$ cat src/rtl/imm_gen_pipe_pkg.sv
// Shared encodings for the immediate generator: format selects and the
// skid-buffer state encoding. The decoder imports the same package.
package imm_gen_pkg;

    // Immediate format select encodings
    localparam logic [2:0] IMM_I   = 3'd0;
    localparam logic [2:0] IMM_S   = 3'd1;
    localparam logic [2:0] IMM_B   = 3'd2;
    localparam logic [2:0] IMM_J   = 3'd3;
    localparam logic [2:0] IMM_U   = 3'd4;
    localparam logic [2:0] IMM_Z   = 3'd5;
    localparam logic [2:0] IMM_SH  = 3'd6;
    localparam logic [2:0] IMM_ILL = 3'd7;

    // Skid buffer occupancy: EMPTY (nothing held), ONE (output reg full),
    // FULL (output reg and skid reg both full)
    typedef enum logic [1:0] {
        ST_EMPTY = 2'd0,
        ST_ONE   = 2'd1,
        ST_FULL  = 2'd2
    } state_t;

endpackage

$ cat src/rtl/imm_gen_pipe_if.sv
// Request/response bundle of the immediate generator. The slave modport is
// the generator itself; the master modport is the decoder/consumer side.
interface imm_gen_pipe_if #(
    parameter int XLEN  = 32,
    parameter int TAG_W = 5,
    parameter int CNT_W = 8
) ();
    logic             in_valid;
    logic             in_ready;
    logic [24:0]      instr;
    logic [2:0]       imm_src;
    logic [TAG_W-1:0] in_tag;
    logic             out_valid;
    logic             out_ready;
    logic [XLEN-1:0]  imm;
    logic [TAG_W-1:0] out_tag;
    logic             out_illegal;
    logic [CNT_W-1:0] illegal_cnt;

    modport master (
        output in_valid, instr, imm_src, in_tag, out_ready,
        input  in_ready, out_valid, imm, out_tag, out_illegal, illegal_cnt
    );

    modport slave (
        input  in_valid, instr, imm_src, in_tag, out_ready,
        output in_ready, out_valid, imm, out_tag, out_illegal, illegal_cnt
    );
endinterface

$ cat src/rtl/imm_gen_pipe_extend.sv
// Pure combinational immediate decode. instr holds instruction bits [31:7],
// so instruction bit b lives at instr[b-7] throughout this file.
module imm_extend_comb
    import imm_gen_pkg::*;
#(
    parameter int XLEN = 32
) (
    input  logic [24:0]     instr,
    input  logic [2:0]      imm_src,
    output logic [XLEN-1:0] imm,
    output logic            illegal
);

    // Assemble the immediate for the selected format and extend to XLEN;
    // signed size casts sign-extend, unsigned ones zero-extend
    always_comb begin
        imm     = {XLEN{1'b0}};
        illegal = 1'b0;
        case (imm_src)
            IMM_I:   imm = XLEN'($signed(instr[24:13]));
            IMM_S:   imm = XLEN'($signed({instr[24:18], instr[4:0]}));
            IMM_B:   imm = XLEN'($signed({instr[24], instr[0], instr[23:18],
                                          instr[4:1], 1'b0}));
            IMM_J:   imm = XLEN'($signed({instr[24], instr[12:5], instr[13],
                                          instr[23:14], 1'b0}));
            IMM_U:   imm = XLEN'($signed({instr[24:5], 12'b0}));
            IMM_Z:   imm = XLEN'(instr[12:8]);
            IMM_SH:  imm = (XLEN == 64) ? XLEN'(instr[18:13]) : XLEN'(instr[17:13]);
            IMM_ILL: begin
                imm     = {XLEN{1'b0}};
                illegal = 1'b1;
            end
            default: begin
                imm     = {XLEN{1'b0}};
                illegal = 1'b1;
            end
        endcase
    end

endmodule

$ cat src/rtl/imm_gen_pipe.sv
// Registered immediate generator: input-side combinational extension feeding
// a two-entry skid buffer (output reg + skid reg) so the producer sees
// in_ready purely from state, plus a saturating illegal-format counter.
module imm_gen_pipe
    import imm_gen_pkg::*;
#(
    parameter int XLEN  = 32,
    parameter int TAG_W = 5,
    parameter int CNT_W = 8
) (
    input  logic         clk,
    input  logic         rst_n,
    input  logic         flush,
    imm_gen_pipe_if.slave bus
);

    if (XLEN != 32 && XLEN != 64) begin : g_bad_xlen
        $error("imm_gen_pipe: XLEN must be 32 or 64");
    end

    localparam logic [CNT_W-1:0] CNT_MAX = {CNT_W{1'b1}};

    state_t           state_r, state_s;
    logic [XLEN-1:0]  ext_imm_s;
    logic             ext_ill_s;
    logic             in_ready_s, accept_s, cnt_inc_s;
    logic             load_out_new_s, load_out_skid_s, load_skid_s;
    logic [XLEN-1:0]  out_imm_r, skid_imm_r;
    logic [TAG_W-1:0] out_tag_r, skid_tag_r;
    logic             out_ill_r, skid_ill_r;
    logic [CNT_W-1:0] cnt_r;

    imm_extend_comb #(.XLEN(XLEN)) u_extend (
        .instr   (bus.instr),
        .imm_src (bus.imm_src),
        .imm     (ext_imm_s),
        .illegal (ext_ill_s)
    );

    assign in_ready_s = (state_r != ST_FULL);
    assign accept_s   = bus.in_valid & in_ready_s;

    // Occupancy state register
    always_ff @(posedge clk or negedge rst_n) begin
        if (!rst_n) begin
            state_r <= ST_EMPTY;
        end else begin
            state_r <= state_s;
        end
    end

    // Next occupancy and payload load strobes; flush empties the buffer and
    // discards any same-cycle request
    always_comb begin
        state_s         = state_r;
        load_out_new_s  = 1'b0;
        load_out_skid_s = 1'b0;
        load_skid_s     = 1'b0;
        cnt_inc_s       = 1'b0;
        if (flush) begin
            state_s = ST_EMPTY;
        end else begin
            cnt_inc_s = accept_s & ext_ill_s & (cnt_r != CNT_MAX);
            case (state_r)
                ST_EMPTY: begin
                    if (accept_s) begin
                        state_s        = ST_ONE;
                        load_out_new_s = 1'b1;
                    end else begin
                        state_s = ST_EMPTY;
                    end
                end
                ST_ONE: begin
                    if (accept_s && bus.out_ready) begin
                        state_s        = ST_ONE;
                        load_out_new_s = 1'b1;
                    end else if (accept_s) begin
                        state_s     = ST_FULL;
                        load_skid_s = 1'b1;
                    end else if (bus.out_ready) begin
                        state_s = ST_EMPTY;
                    end else begin
                        state_s = ST_ONE;
                    end
                end
                ST_FULL: begin
                    if (bus.out_ready) begin
                        state_s         = ST_ONE;
                        load_out_skid_s = 1'b1;
                    end else begin
                        state_s = ST_FULL;
                    end
                end
                default: begin
                    state_s = ST_EMPTY;
                end
            endcase
        end
    end

    // Output and skid payload registers; contents hold unless loaded
    always_ff @(posedge clk or negedge rst_n) begin
        if (!rst_n) begin
            out_imm_r  <= {XLEN{1'b0}};
            out_tag_r  <= {TAG_W{1'b0}};
            out_ill_r  <= 1'b0;
            skid_imm_r <= {XLEN{1'b0}};
            skid_tag_r <= {TAG_W{1'b0}};
            skid_ill_r <= 1'b0;
        end else begin
            if (load_out_new_s) begin
                out_imm_r <= ext_imm_s;
                out_tag_r <= bus.in_tag;
                out_ill_r <= ext_ill_s;
            end else if (load_out_skid_s) begin
                out_imm_r <= skid_imm_r;
                out_tag_r <= skid_tag_r;
                out_ill_r <= skid_ill_r;
            end
            if (load_skid_s) begin
                skid_imm_r <= ext_imm_s;
                skid_tag_r <= bus.in_tag;
                skid_ill_r <= ext_ill_s;
            end
        end
    end

    // Saturating count of accepted illegal requests; flush does not clear it
    always_ff @(posedge clk or negedge rst_n) begin
        if (!rst_n) begin
            cnt_r <= {CNT_W{1'b0}};
        end else if (cnt_inc_s) begin
            cnt_r <= cnt_r + {{(CNT_W-1){1'b0}}, 1'b1};
        end
    end

    assign bus.in_ready    = in_ready_s;
    assign bus.out_valid   = (state_r != ST_EMPTY);
    assign bus.imm         = out_imm_r;
    assign bus.out_tag     = out_tag_r;
    assign bus.out_illegal = out_ill_r;
    assign bus.illegal_cnt = cnt_r;

endmodule

$ cat src/flat_wrapper.sv
// flat-port wrapper written by rule: the top's interface ports become plain ports
module imm_gen_pipe_flat import imm_gen_pkg::*;
#(
    parameter int XLEN  = 32,
    parameter int TAG_W = 5,
    parameter int CNT_W = 8
)
  (clk, rst_n, flush, bus_in_valid, bus_instr, bus_imm_src, bus_in_tag, bus_out_ready, bus_in_ready, bus_out_valid, bus_imm, bus_out_tag, bus_out_illegal, bus_illegal_cnt);
  imm_gen_pipe_if #(.XLEN(XLEN), .TAG_W(TAG_W), .CNT_W(CNT_W)) bus_i ();
  input  logic clk;
  input  logic rst_n;
  input  logic flush;
  input wire logic [$bits(bus_i.in_valid)-1:0] bus_in_valid;
  input wire logic [$bits(bus_i.instr)-1:0] bus_instr;
  input wire logic [$bits(bus_i.imm_src)-1:0] bus_imm_src;
  input wire logic [$bits(bus_i.in_tag)-1:0] bus_in_tag;
  input wire logic [$bits(bus_i.out_ready)-1:0] bus_out_ready;
  output wire logic [$bits(bus_i.in_ready)-1:0] bus_in_ready;
  output wire logic [$bits(bus_i.out_valid)-1:0] bus_out_valid;
  output wire logic [$bits(bus_i.imm)-1:0] bus_imm;
  output wire logic [$bits(bus_i.out_tag)-1:0] bus_out_tag;
  output wire logic [$bits(bus_i.out_illegal)-1:0] bus_out_illegal;
  output wire logic [$bits(bus_i.illegal_cnt)-1:0] bus_illegal_cnt;
  assign bus_i.in_valid = bus_in_valid;
  assign bus_i.instr = bus_instr;
  assign bus_i.imm_src = bus_imm_src;
  assign bus_i.in_tag = bus_in_tag;
  assign bus_i.out_ready = bus_out_ready;
  assign bus_in_ready = bus_i.in_ready;
  assign bus_out_valid = bus_i.out_valid;
  assign bus_imm = bus_i.imm;
  assign bus_out_tag = bus_i.out_tag;
  assign bus_out_illegal = bus_i.out_illegal;
  assign bus_illegal_cnt = bus_i.illegal_cnt;
  imm_gen_pipe #(.XLEN(XLEN), .TAG_W(TAG_W), .CNT_W(CNT_W)) u_core (.clk(clk), .rst_n(rst_n), .flush(flush), .bus(bus_i));
endmodule
$ cat config.mk
export PLATFORM = sky130hd
export DESIGN_NAME = imm_gen_pipe_flat
export DESIGN_NICKNAME = d
export VERILOG_FILES = /design/src/rtl/imm_gen_pipe_pkg.sv /design/src/rtl/imm_gen_pipe_if.sv /design/src/rtl/imm_gen_pipe_extend.sv /design/src/rtl/imm_gen_pipe.sv /design/src/flat_wrapper.sv
export SDC_FILE = /design/constraint.sdc
export NUM_CORES = 1
export LEC_CHECK = 0
export CORE_ASPECT_RATIO = 0.75
export CORE_MARGIN = 5
export CORE_UTILIZATION = 55
export CTS_BUF_LIST = sky130_fd_sc_hd__clkbuf_16
export DETAILED_ROUTE_END_ITERATION = 8
export GPL_ROUTABILITY_DRIVEN = 1
export GPL_TIMING_DRIVEN = 0
export PLACE_DENSITY_LB_ADDON = 0.12
export SKIP_CTS_REPAIR_TIMING = 1
export SYNTH_ARGS = -nofsm -noshare
export SYNTH_HDL_FRONTEND = slang
export SYNTH_SLANG_ARGS = --single-unit
$ cat constraint.sdc
create_clock -name clk -period 3.5 [get_ports clk]
set_input_delay 1.05 -clock clk [delete_from_list [all_inputs] [get_ports clk]]
set_output_delay 1.05 -clock clk [all_outputs]
set_load 0.02 [all_outputs]
=== Word-level counts from Yosys, hierarchy flattened ===
Cells that the tools add are included.

* Register bits: 86
* Latch bits: 0
* Memory bits (writable): 0
* Bits in read-only memories: 0
* Output and inout port bits: 48
* Memories: 0

* $add $sub $neg: 1
* $mul: 0
* Divide/modulo/power cells: 0
* Magnitude comparators: 0
* Equality and inequality tests: 11
* Shifts and indexed selects: 0
* Mux-type cells: 26
* Bitwise operators: 3
* Reductions and logical operators: 5

{| class="wikitable"
|+ Operator list
! operator !! number
|-
| case mux 32 bit (8 select lines) || 1
|-
| two-way mux 32 bit || 2
|-
| two-way mux 1 bit || 15
|-
| == test 3 bit (second input constant) || 4
|-
| two-way mux 5 bit || 2
|-
| adder 8 x 1 -> 8 bit (second input constant) || 1
|-
| two-way mux 2 bit || 4
|-
| != test 8 bit (second input constant) || 1
|-
| == test 3 x 2 -> 1 bit (second input constant) || 2
|-
| case mux 2 bit (3 select lines) || 1
|-
| nonzero test 2 bit || 2
|-
| bitwise AND 1 bit || 3
|-
| == test 3 x 1 -> 1 bit (second input constant) || 1
|-
| logical NOT 3 bit || 1
|-
| == test 2 x 1 -> 1 bit (second input constant) || 1
|-
| == test 2 bit (second input constant) || 1
|-
| logical NOT 2 bit || 1
|-
| != test 2 bit (second input constant) || 1
|-
| case mux 1 bit (2 select lines) || 1
|-
| logical AND 1 bit || 1
|}

=== Depth between registers and ports, before layout ===
Gate-level depths: netlist of the first run.

* Depth after elaboration: 7
* Gate-level depth with buffers: 9
* Gate-level depth less buffers: 7

=== Modules after synthesis ===
A second synthesis of the first run with hierarchy kept.

* Cells, all modules: 349
* Area, all modules: 4265.3 um2

{| class="wikitable"
|+ Modules (own cells, without submodules)
! module !! times used !! cells each !! area each (um2) !! seq. area each (um2)
|-
| imm_gen_pipe || 1 || 265 || 3678.5 || 2152.1
|-
| imm_extend_comb || 1 || 84 || 586.8 || 0.0
|}

=== Worst setup path after synthesis of the first run ===
No wires, ideal clock.

* Kind: input to register
* Start point: input port bus_in_valid
* End point: register u_core.out_imm_r[21], in the netlist u_core.bus.imm[21]
* Setup time: 0.126 ns
* Arrival: 2.356 ns
* Slack: 1.018 ns
* Stages: 8
* Buffers on the path: 2
* Cells stage by stage: and2_1 -> ha_1 -> mux2i_1 -> nand2b_1 -> buf_6 -> buf_4 -> nor2_1 -> a221o_1

* Word-level cells in the longest chain between the ends: 6
* Elaborated cells on any way between the ends: 8
* Classes of those cells: 5 x mux; 1 x bitwise; 2 x reduce/logical

{| class="wikitable"
|+ Ends and longest elaborated chain
! what !! line !! RTL
|-
| start: declaration || flat_wrapper.sv:13 || <nowiki>input wire logic [$bits(bus_i.in_valid)-1:0] bus_in_valid;</nowiki>
|-
| bitwise AND 1 bit * || imm_gen_pipe.sv:41 || <nowiki>assign accept_s = bus.in_valid & in_ready_s;</nowiki>
|-
| logical AND 1 bit || imm_gen_pipe.sv:74 || <nowiki>if (accept_s && bus.out_ready) begin</nowiki>
|-
| two-way mux 1 bit || imm_gen_pipe.sv:74 ||
|-
| case mux 1 bit (2 select lines) * || imm_gen_pipe.sv:64 || <nowiki>case (state_r)</nowiki>
|-
| two-way mux 1 bit * || imm_gen_pipe.sv:60 || <nowiki>if (flush) begin</nowiki>
|-
| two-way mux 32 bit or nonzero test 2 bit (tied branches) || -- ||
|-
| end signal: assignment || imm_gen_pipe.sv:104 || <nowiki>out_imm_r <= {XLEN{1'b0}};</nowiki>
|-
| end signal: assignment || imm_gen_pipe.sv:112 || <nowiki>out_imm_r <= ext_imm_s;</nowiki>
|-
| end signal: assignment || imm_gen_pipe.sv:116 || <nowiki>out_imm_r <= skid_imm_r;</nowiki>
|-
| end: declaration || imm_gen_pipe.sv:28 || <nowiki>logic [XLEN-1:0] out_imm_r, skid_imm_r;</nowiki>
|}

Mark *: on every way between the ends. The rest lies on a longest branch, timed or not.
A chain may end at the register's enable or synchronous reset.

=== Worst setup path in the final report of the first run ===
* Start point: input port bus_in_valid
* End point: register u_core.out_imm_r[30], in the netlist u_core.bus.imm[30]

The elaborated chain is that of the path after synthesis.

==> key figures, run 1 <==
Worst setup path
  • CP endpoint kind: register
  • Worst endpoint data arrival time: 3.11 ns
  • Worst reg-to-reg setup slack: 1.13 ns
  • Required time of the critical path: 3.72 ns
  • Worst-path fanout max: 10
  • Critical path type: input port to register
  • Critical path launch point type: input port

Layout
  • Commonest non-fill, non-tap cells in the layout: 86 x dfrtp_1, 82 x clkdlybuf4s50_1, 73 x nand2_1, 32 x o21ai_0, 28 x a21oi_1
  • Layout Area Growth over Synthesis: 30.2%
  • Share of layout cells above drive strength 1: 11.4%
  • Commonest non-fill, non-tap cell in the layout: dfrtp_1
  • Antenna Cells: 0
  • Final net count: 544
  • Fin cells: 609

Routing
  • Via count: 3528
  • Post-route ant nets: 0
  • # DRC: 0
  • Vias per cell: 5.79
  • 1st-iter DRT viols: 257
  • Post-Route WL: 11300 um
  • Drt first pass iters: 5
  • DR WL/cell: 18.6 um

Global routing
  • Antenna violations before repair: 0
  • Overflow after GRT: 0
  • First-pass GRT wire length: 19000 um
  • Vias in the first global route: 3765
  • Largest net degree at the start of global routing: 59
  • GRT Util Overall: 24.8%

Placement
  • Placer Congestion: 0.859
  • Placed Cells: 593
  • Number of port buffers: 83
  • Detailed placer's ending HPWL: 8070 um
  • Pre-CTS setup slack: 0.260 ns

Synth
  • Yosys synthesis warning count: 0
  • Mapped Nets: 449
  • Post-Syn Instances: 408
  • Synthesized area: 0.00417 mm^2
  • Syn_area_per_cell: 10.2 um^2
  • Post-synthesis sequential area ratio: 51.7%
  • Flops & latches, synth: 86
  • Netlist cell types: 45

CTS
  • H-tree depth: 3
  • Clock slew seen by the registers of the worst setup and hold paths: 0.07 ns
  • Max clock buf depth: 2
  • CTS tree: built
  • Skew-Pair Late Insertion Delay: 0.33 ns
  • CTS Sinks: 86
  • Root Driver: clkbuf_16
  • Num CTS Buffers: 9

Pwr
  • Cell Pwr Density: 550 mW/mm^2
  • Max VDD drop: 0.313 mV
  • Pleak: 2.44 nW

Floorplan
  • Die W: 111 um
  • Die span in y: 85.4 um
  • Number of top-level pins: 86
  • Core Region: 0.00736 mm^2
  • Die area: 0.00943 mm^2
  • FP Rows: 27
  • Initial Util: 56.6%

STA
  • Max Slew Vio Count: 0
  • Slew @ Worst Pin: 0.552 ns
  • Final WS setup: 0.606 ns
  • Setup Viol. Count Final: 0
  • WHS: 0.465 ns
  • Relative slew slack: 63.1%
  • Final Hold Vio Count: 0
  • Final Critical Period: 2.89 ns
  • Clock Skews: 0.00666 ns
  • RSZ-0062 raised after global routing: no
  • Final period util: 82.7%
  • Fmax: 346 MHz

Status
  • Run status: completed

Worst hold path
  • Worst Hold Class: register to register

Flow run
  • Max_cap viols: 0
-- layout make-up --
class | count | area [um^2]
clock inverter | 7 | 48.8
clock buffer | 9 | 225
buffer | 29 | 166
timing repair buffer | 84 | 856
inverter | 15 | 56.3
sequential | 86 | 2150
fill | 581 | 1940
multi-input combinational | 278 | 1790
tap | 101 | 126
-- synth_stat cells, drive strengths merged --
| library cell | number | area [um^2] |
|---|---|---|
| nor2b | 6 | 37.5 |
| o21ai | 32 | 160 |
| mux2 | 5 | 56.3 |
| a22o | 1 | 8.76 |
| a31oi | 2 | 12.5 |
| xor2 | 8 | 77.6 |
| nor4 | 3 | 18.8 |
| nor3b | 2 | 15.0 |
| nor3 | 5 | 47.5 |
| dfrtp | 86 | 2150 |
| clkbuf | 10 | 37.5 |
| mux2i | 18 | 180 |
| o31ai | 1 | 7.51 |
| nor2 | 19 | 81.3 |
| nand3 | 5 | 25.0 |
| or2 | 1 | 6.26 |
| a21oi | 28 | 140 |
| o221a | 3 | 33.8 |
| o22a | 8 | 70.1 |
| a221o | 16 | 161 |
| ha | 3 | 37.5 |
| a22oi | 9 | 67.6 |
| nand4 | 2 | 27.5 |
| or3 | 1 | 6.26 |
| nand2 | 74 | 294 |
| nand3b | 6 | 45.0 |
| o221ai | 8 | 88.8 |
| inv | 15 | 56.3 |
| buf | 19 | 129 |
| and2 | 8 | 50.1 |
| and3 | 1 | 7.51 |
| a211oi | 1 | 7.51 |
| nand2b | 2 | 20.0 |
-- registers in the layout (all words and copies together), names as in the netlist --
register                count
u_core.bus.imm             32
u_core.skid_imm_r          32
u_core.bus.illegal_cnt      8
u_core.bus.out_tag          5
u_core.skid_tag_r           5
u_core.state_r              2
u_core.bus.out_illegal      1
u_core.skid_ill_r           1
-- per-layer routing --
| layer | share of wire, % | global-route usage, % |
|---|---|---|
| met1 | 44 | 34.3 |
| met2 | 47 | 40.1 |
| met3 | 7.3 | 5.63 |
| met4 | 0.90 | 6.04 |
| met5 | 0 | 0 |
-- kinds of logic after synthesis --
logic type | share of synthesized area (%)
multiplexers | 5.68
AO/OA/AOI/OAI | 18.2
buffers and inverters | 5.35
adder cells (fa/ha/maj) | 0.901
flip-flops | 51.7
AND/OR/NAND/NOR | 16.4
XOR/XNOR | 1.86
-- final timing paths --
path	from	endpoint	cells past startpoint
max reg2reg	u_core.state_r[1]	u_core.bus.imm[30]	9
max	bus_in_valid	u_core.bus.imm[30]	8
min	u_core.skid_imm_r[6]	u_core.skid_imm_r[6]	2
min in group asynchronous	rst_n	u_core.bus.imm[29]	1
max in group asynchronous	rst_n	u_core.skid_imm_r[13]	2
min reg2reg	u_core.skid_imm_r[6]	u_core.skid_imm_r[6]	2
-- where the power goes --
group          internal, mW  switching (mW)
Clock                 0.482           0.413
Combinational         0.369           0.394
Sequential             1.19           0.129
-- metrics by stage --
| step | cell area, um^2 | TNS (ns) | total power, mW | util [%] |
|---|---|---|---|---|
| 2_1_floorplan | 4170 | 0 | 1.72 | - |
| 3_3_place_gp | 5120 | -145.76 | 2.06 | 69.6 |
| 3_5_place_dp | 5150 | 0 | 2.10 | 69.9 |
| 4_1_cts | 5420 | 0 | 2.99 | 73.6 |
| 5_1_grt | 5420 | 0 | 3.12 | 73.6 |
| 6_report | 5420 | 0 | 2.98 | 73.6 |
-- critical path: stages --
cell	delay, ns
clkdlybuf4s50_1	0.53
and2_1	0.18
ha_1	0.15
mux2i_1	0.12
nor3_4	0.46
nor2_4	0.14
buf_6	0.18
a221o_1	0.30
Note: power is estimated with default switching activity, not from simulation.
==> run 2: changes to the inputs <==
--- a/config.mk
+++ b/config.mk
@@ -7,7 +7,7 @@
 export LEC_CHECK = 0
 export CORE_ASPECT_RATIO = 0.75
 export CORE_MARGIN = 5
-export CORE_UTILIZATION = 55
+export CORE_UTILIZATION = 51
 export CTS_BUF_LIST = sky130_fd_sc_hd__clkbuf_16
 export DETAILED_ROUTE_END_ITERATION = 8
 export GPL_ROUTABILITY_DRIVEN = 1
==> constraint.sdc (replaced) <==
create_clock -name clk -period 2.74 [get_ports clk]
set_input_delay 0.822 -clock clk [delete_from_list [all_inputs] [get_ports clk]]
set_output_delay 0.822 -clock clk [all_outputs]
set_load 0.02 [all_outputs]
==> run 2 against run 1 <==
Compared with the run above:
- largest power group unchanged
- total power up 29%
- utilization down 4.8 points
- highest routed layer unchanged
- critical endpoint is now u_core.bus.out_illegal
- register-to-register slack worse by 0.80 ns
==> key figures, run 2 (synthesis gave the netlist of run 1 again) <==
Global routing
  • Antenna violations before repair: 0
  • First-pass GRT wire length: 18100 um
  • Largest net degree at the start of global routing: 57
  • Overflow after GRT: 0
  • GRT Util Overall: 23.1%
  • Vias in the first global route: 3556

STA
  • Clock Skews: 0.00777 ns
  • WHS: 0.405 ns
  • Final period util: 95.6%
  • RSZ-0062 raised after global routing: no
  • Final Critical Period: 2.62 ns
  • Max Slew Vio Count: 0
  • Slew @ Worst Pin: 0.534 ns
  • Fmax: 382 MHz
  • Relative slew slack: 64.4%
  • Setup Viol. Count Final: 0
  • Final Hold Vio Count: 0

CTS
  • CTS tree: built
  • Clock slew seen by the registers of the worst setup and hold paths: 0.07 ns
  • CTS Sinks: 86
  • Root Driver: clkbuf_16
  • Max clock buf depth: 2
  • Num CTS Buffers: 9
  • H-tree depth: 3
  • Skew-Pair Late Insertion Delay: 0.34 ns

Worst setup path
  • Critical path launch point type: input port
  • CP endpoint kind: register
  • Critical path type: input port to register
  • Required time of the critical path: 2.97 ns
  • Worst-path fanout max: 10
  • Worst endpoint data arrival time: 2.85 ns
  • Reg2reg path depth: 9

Routing
  • 1st-iter DRT viols: 183
  • Via count: 3525
  • # DRC: 0
  • DR WL/cell: 18.2 um
  • Drt first pass iters: 5
  • Post-Route WL: 11200 um
  • Post-route ant nets: 0
  • Vias per cell: 5.73

Floorplan
  • Core Region: 0.00792 mm^2
  • Die W: 114 um
  • Die span in y: 88.3 um
  • FP Rows: 28
  • Die area: 0.0101 mm^2
  • Initial Util: 52.6%
  • Number of top-level pins: 86

Pwr
  • Sequential share of power: 44.0%
  • Part of the power in combinational logic: 25.2%
  • Max VDD drop: 0.473 mV
  • Switching share of power: 31.5%
  • Cell Pwr Density: 703 mW/mm^2
  • Pleak: 2.45 nW
  • Pint: 2.62 mW
  • Net Sw Power: 1.21 mW
  • Total power: 3.83 mW
  • Clk pwr share: 30.8%

Layout
  • FILL cells: 639
  • Share of layout cells above drive strength 1: 11.8%
  • Commonest non-fill, non-tap cells in the layout: 86 x dfrtp_1, 82 x clkdlybuf4s50_1, 73 x nand2_1, 32 x o21ai_0, 28 x a21oi_1
  • Layout Area Growth over Synthesis: 30.8%
  • Antenna Cells: 0
  • Commonest non-fill, non-tap cell in the layout: dfrtp_1
  • Register Area: 0.00215 mm^2
  • Final net count: 546
  • Multi-input logic area: 0.00179 mm^2

Flow run
  • Max_cap viols: 0

Placement
  • Placer Congestion: 0.789
  • Detailed placer's ending HPWL: 7860 um
  • Number of port buffers: 83

Worst hold path
  • Worst Hold Class: input port to async pin

Status
  • Run status: completed
run 2: critical path, cell delays in order:
cell and delay, ns:
clkdlybuf4s50_1 0.44, and2_1 0.17, ha_1 0.18, mux2i_1 0.33
nand2b_1 0.19, buf_6 0.17, buf_4 0.22, nor2_1 0.07
a221o_1 0.26
run 2: final cells by class:
type                            count  area share [%]
Buffer                             29            3.05
Clock buffer                        9            4.13
Clock inverter                      7            1.03
Inverter                           15            1.03
Multi-Input combinational cell    278            32.9
Sequential cell                    86            39.5
Tap cell                          105            2.41
Timing Repair Buffer               86            16.0
run 2: path summary, 6_finish.rpt:
check,from,endpoint,slack (ns)
max in group asynchronous,rst_n,u_core.bus.imm[14],1.71
worst max-delay path,bus_in_valid,u_core.bus.out_illegal,0.12
worst min register to register,u_core.skid_imm_r[5],u_core.skid_imm_r[5],0.46
worst min-delay path,rst_n,u_core.skid_imm_r[27],0.40
worst max register to register,u_core.state_r[1],u_core.bus.out_illegal,0.33
min in group clk,u_core.skid_imm_r[5],u_core.skid_imm_r[5],0.46
run 2: stage by stage:
stage | TNS, ns | instance area [um^2] | utilization [%] | setup slack [ns] | std cells
3_5_place_dp | -5.22 | 5150 | 65.1 | -0.234 | 597
4_1_cts | 0 | 5440 | 68.6 | 0.0915 | 613
6_report | 0 | 5450 | 68.8 | 0.120 | 615
2_1_floorplan | 0 | 4170 | - | 0.486 | 408
5_1_grt | 0 | 5450 | 68.8 | 0.0197 | 615
3_3_place_gp | -196.38 | 5130 | 64.8 | -2.25 | 596
run 2: power groups by stage:
stage          clock network (mW)  registers, mW  logic [mW]
3_3_place_gp                    0           1.69       0.941
4_1_cts                      1.19           1.69       0.972
2_1_floorplan                   0           1.83       0.368
6_report                     1.18           1.69       0.966
5_1_grt                      1.24           1.72        1.05
3_5_place_dp                    0           1.71       0.965
run 2: per-layer routing:
| layer | share of wire (%) | vias to the layer above | global-route usage (%) |
|---|---|---|---|
| met5 | 0 | - | 0 |
| met4 | 0.38 | 0 | 5.83 |
| met3 | 8.1 | 8 | 6.77 |
| met2 | 47 | 134 | 36.4 |
| met1 | 45 | 1752 | 31.9 |
| li1 | - | 1631 | - |
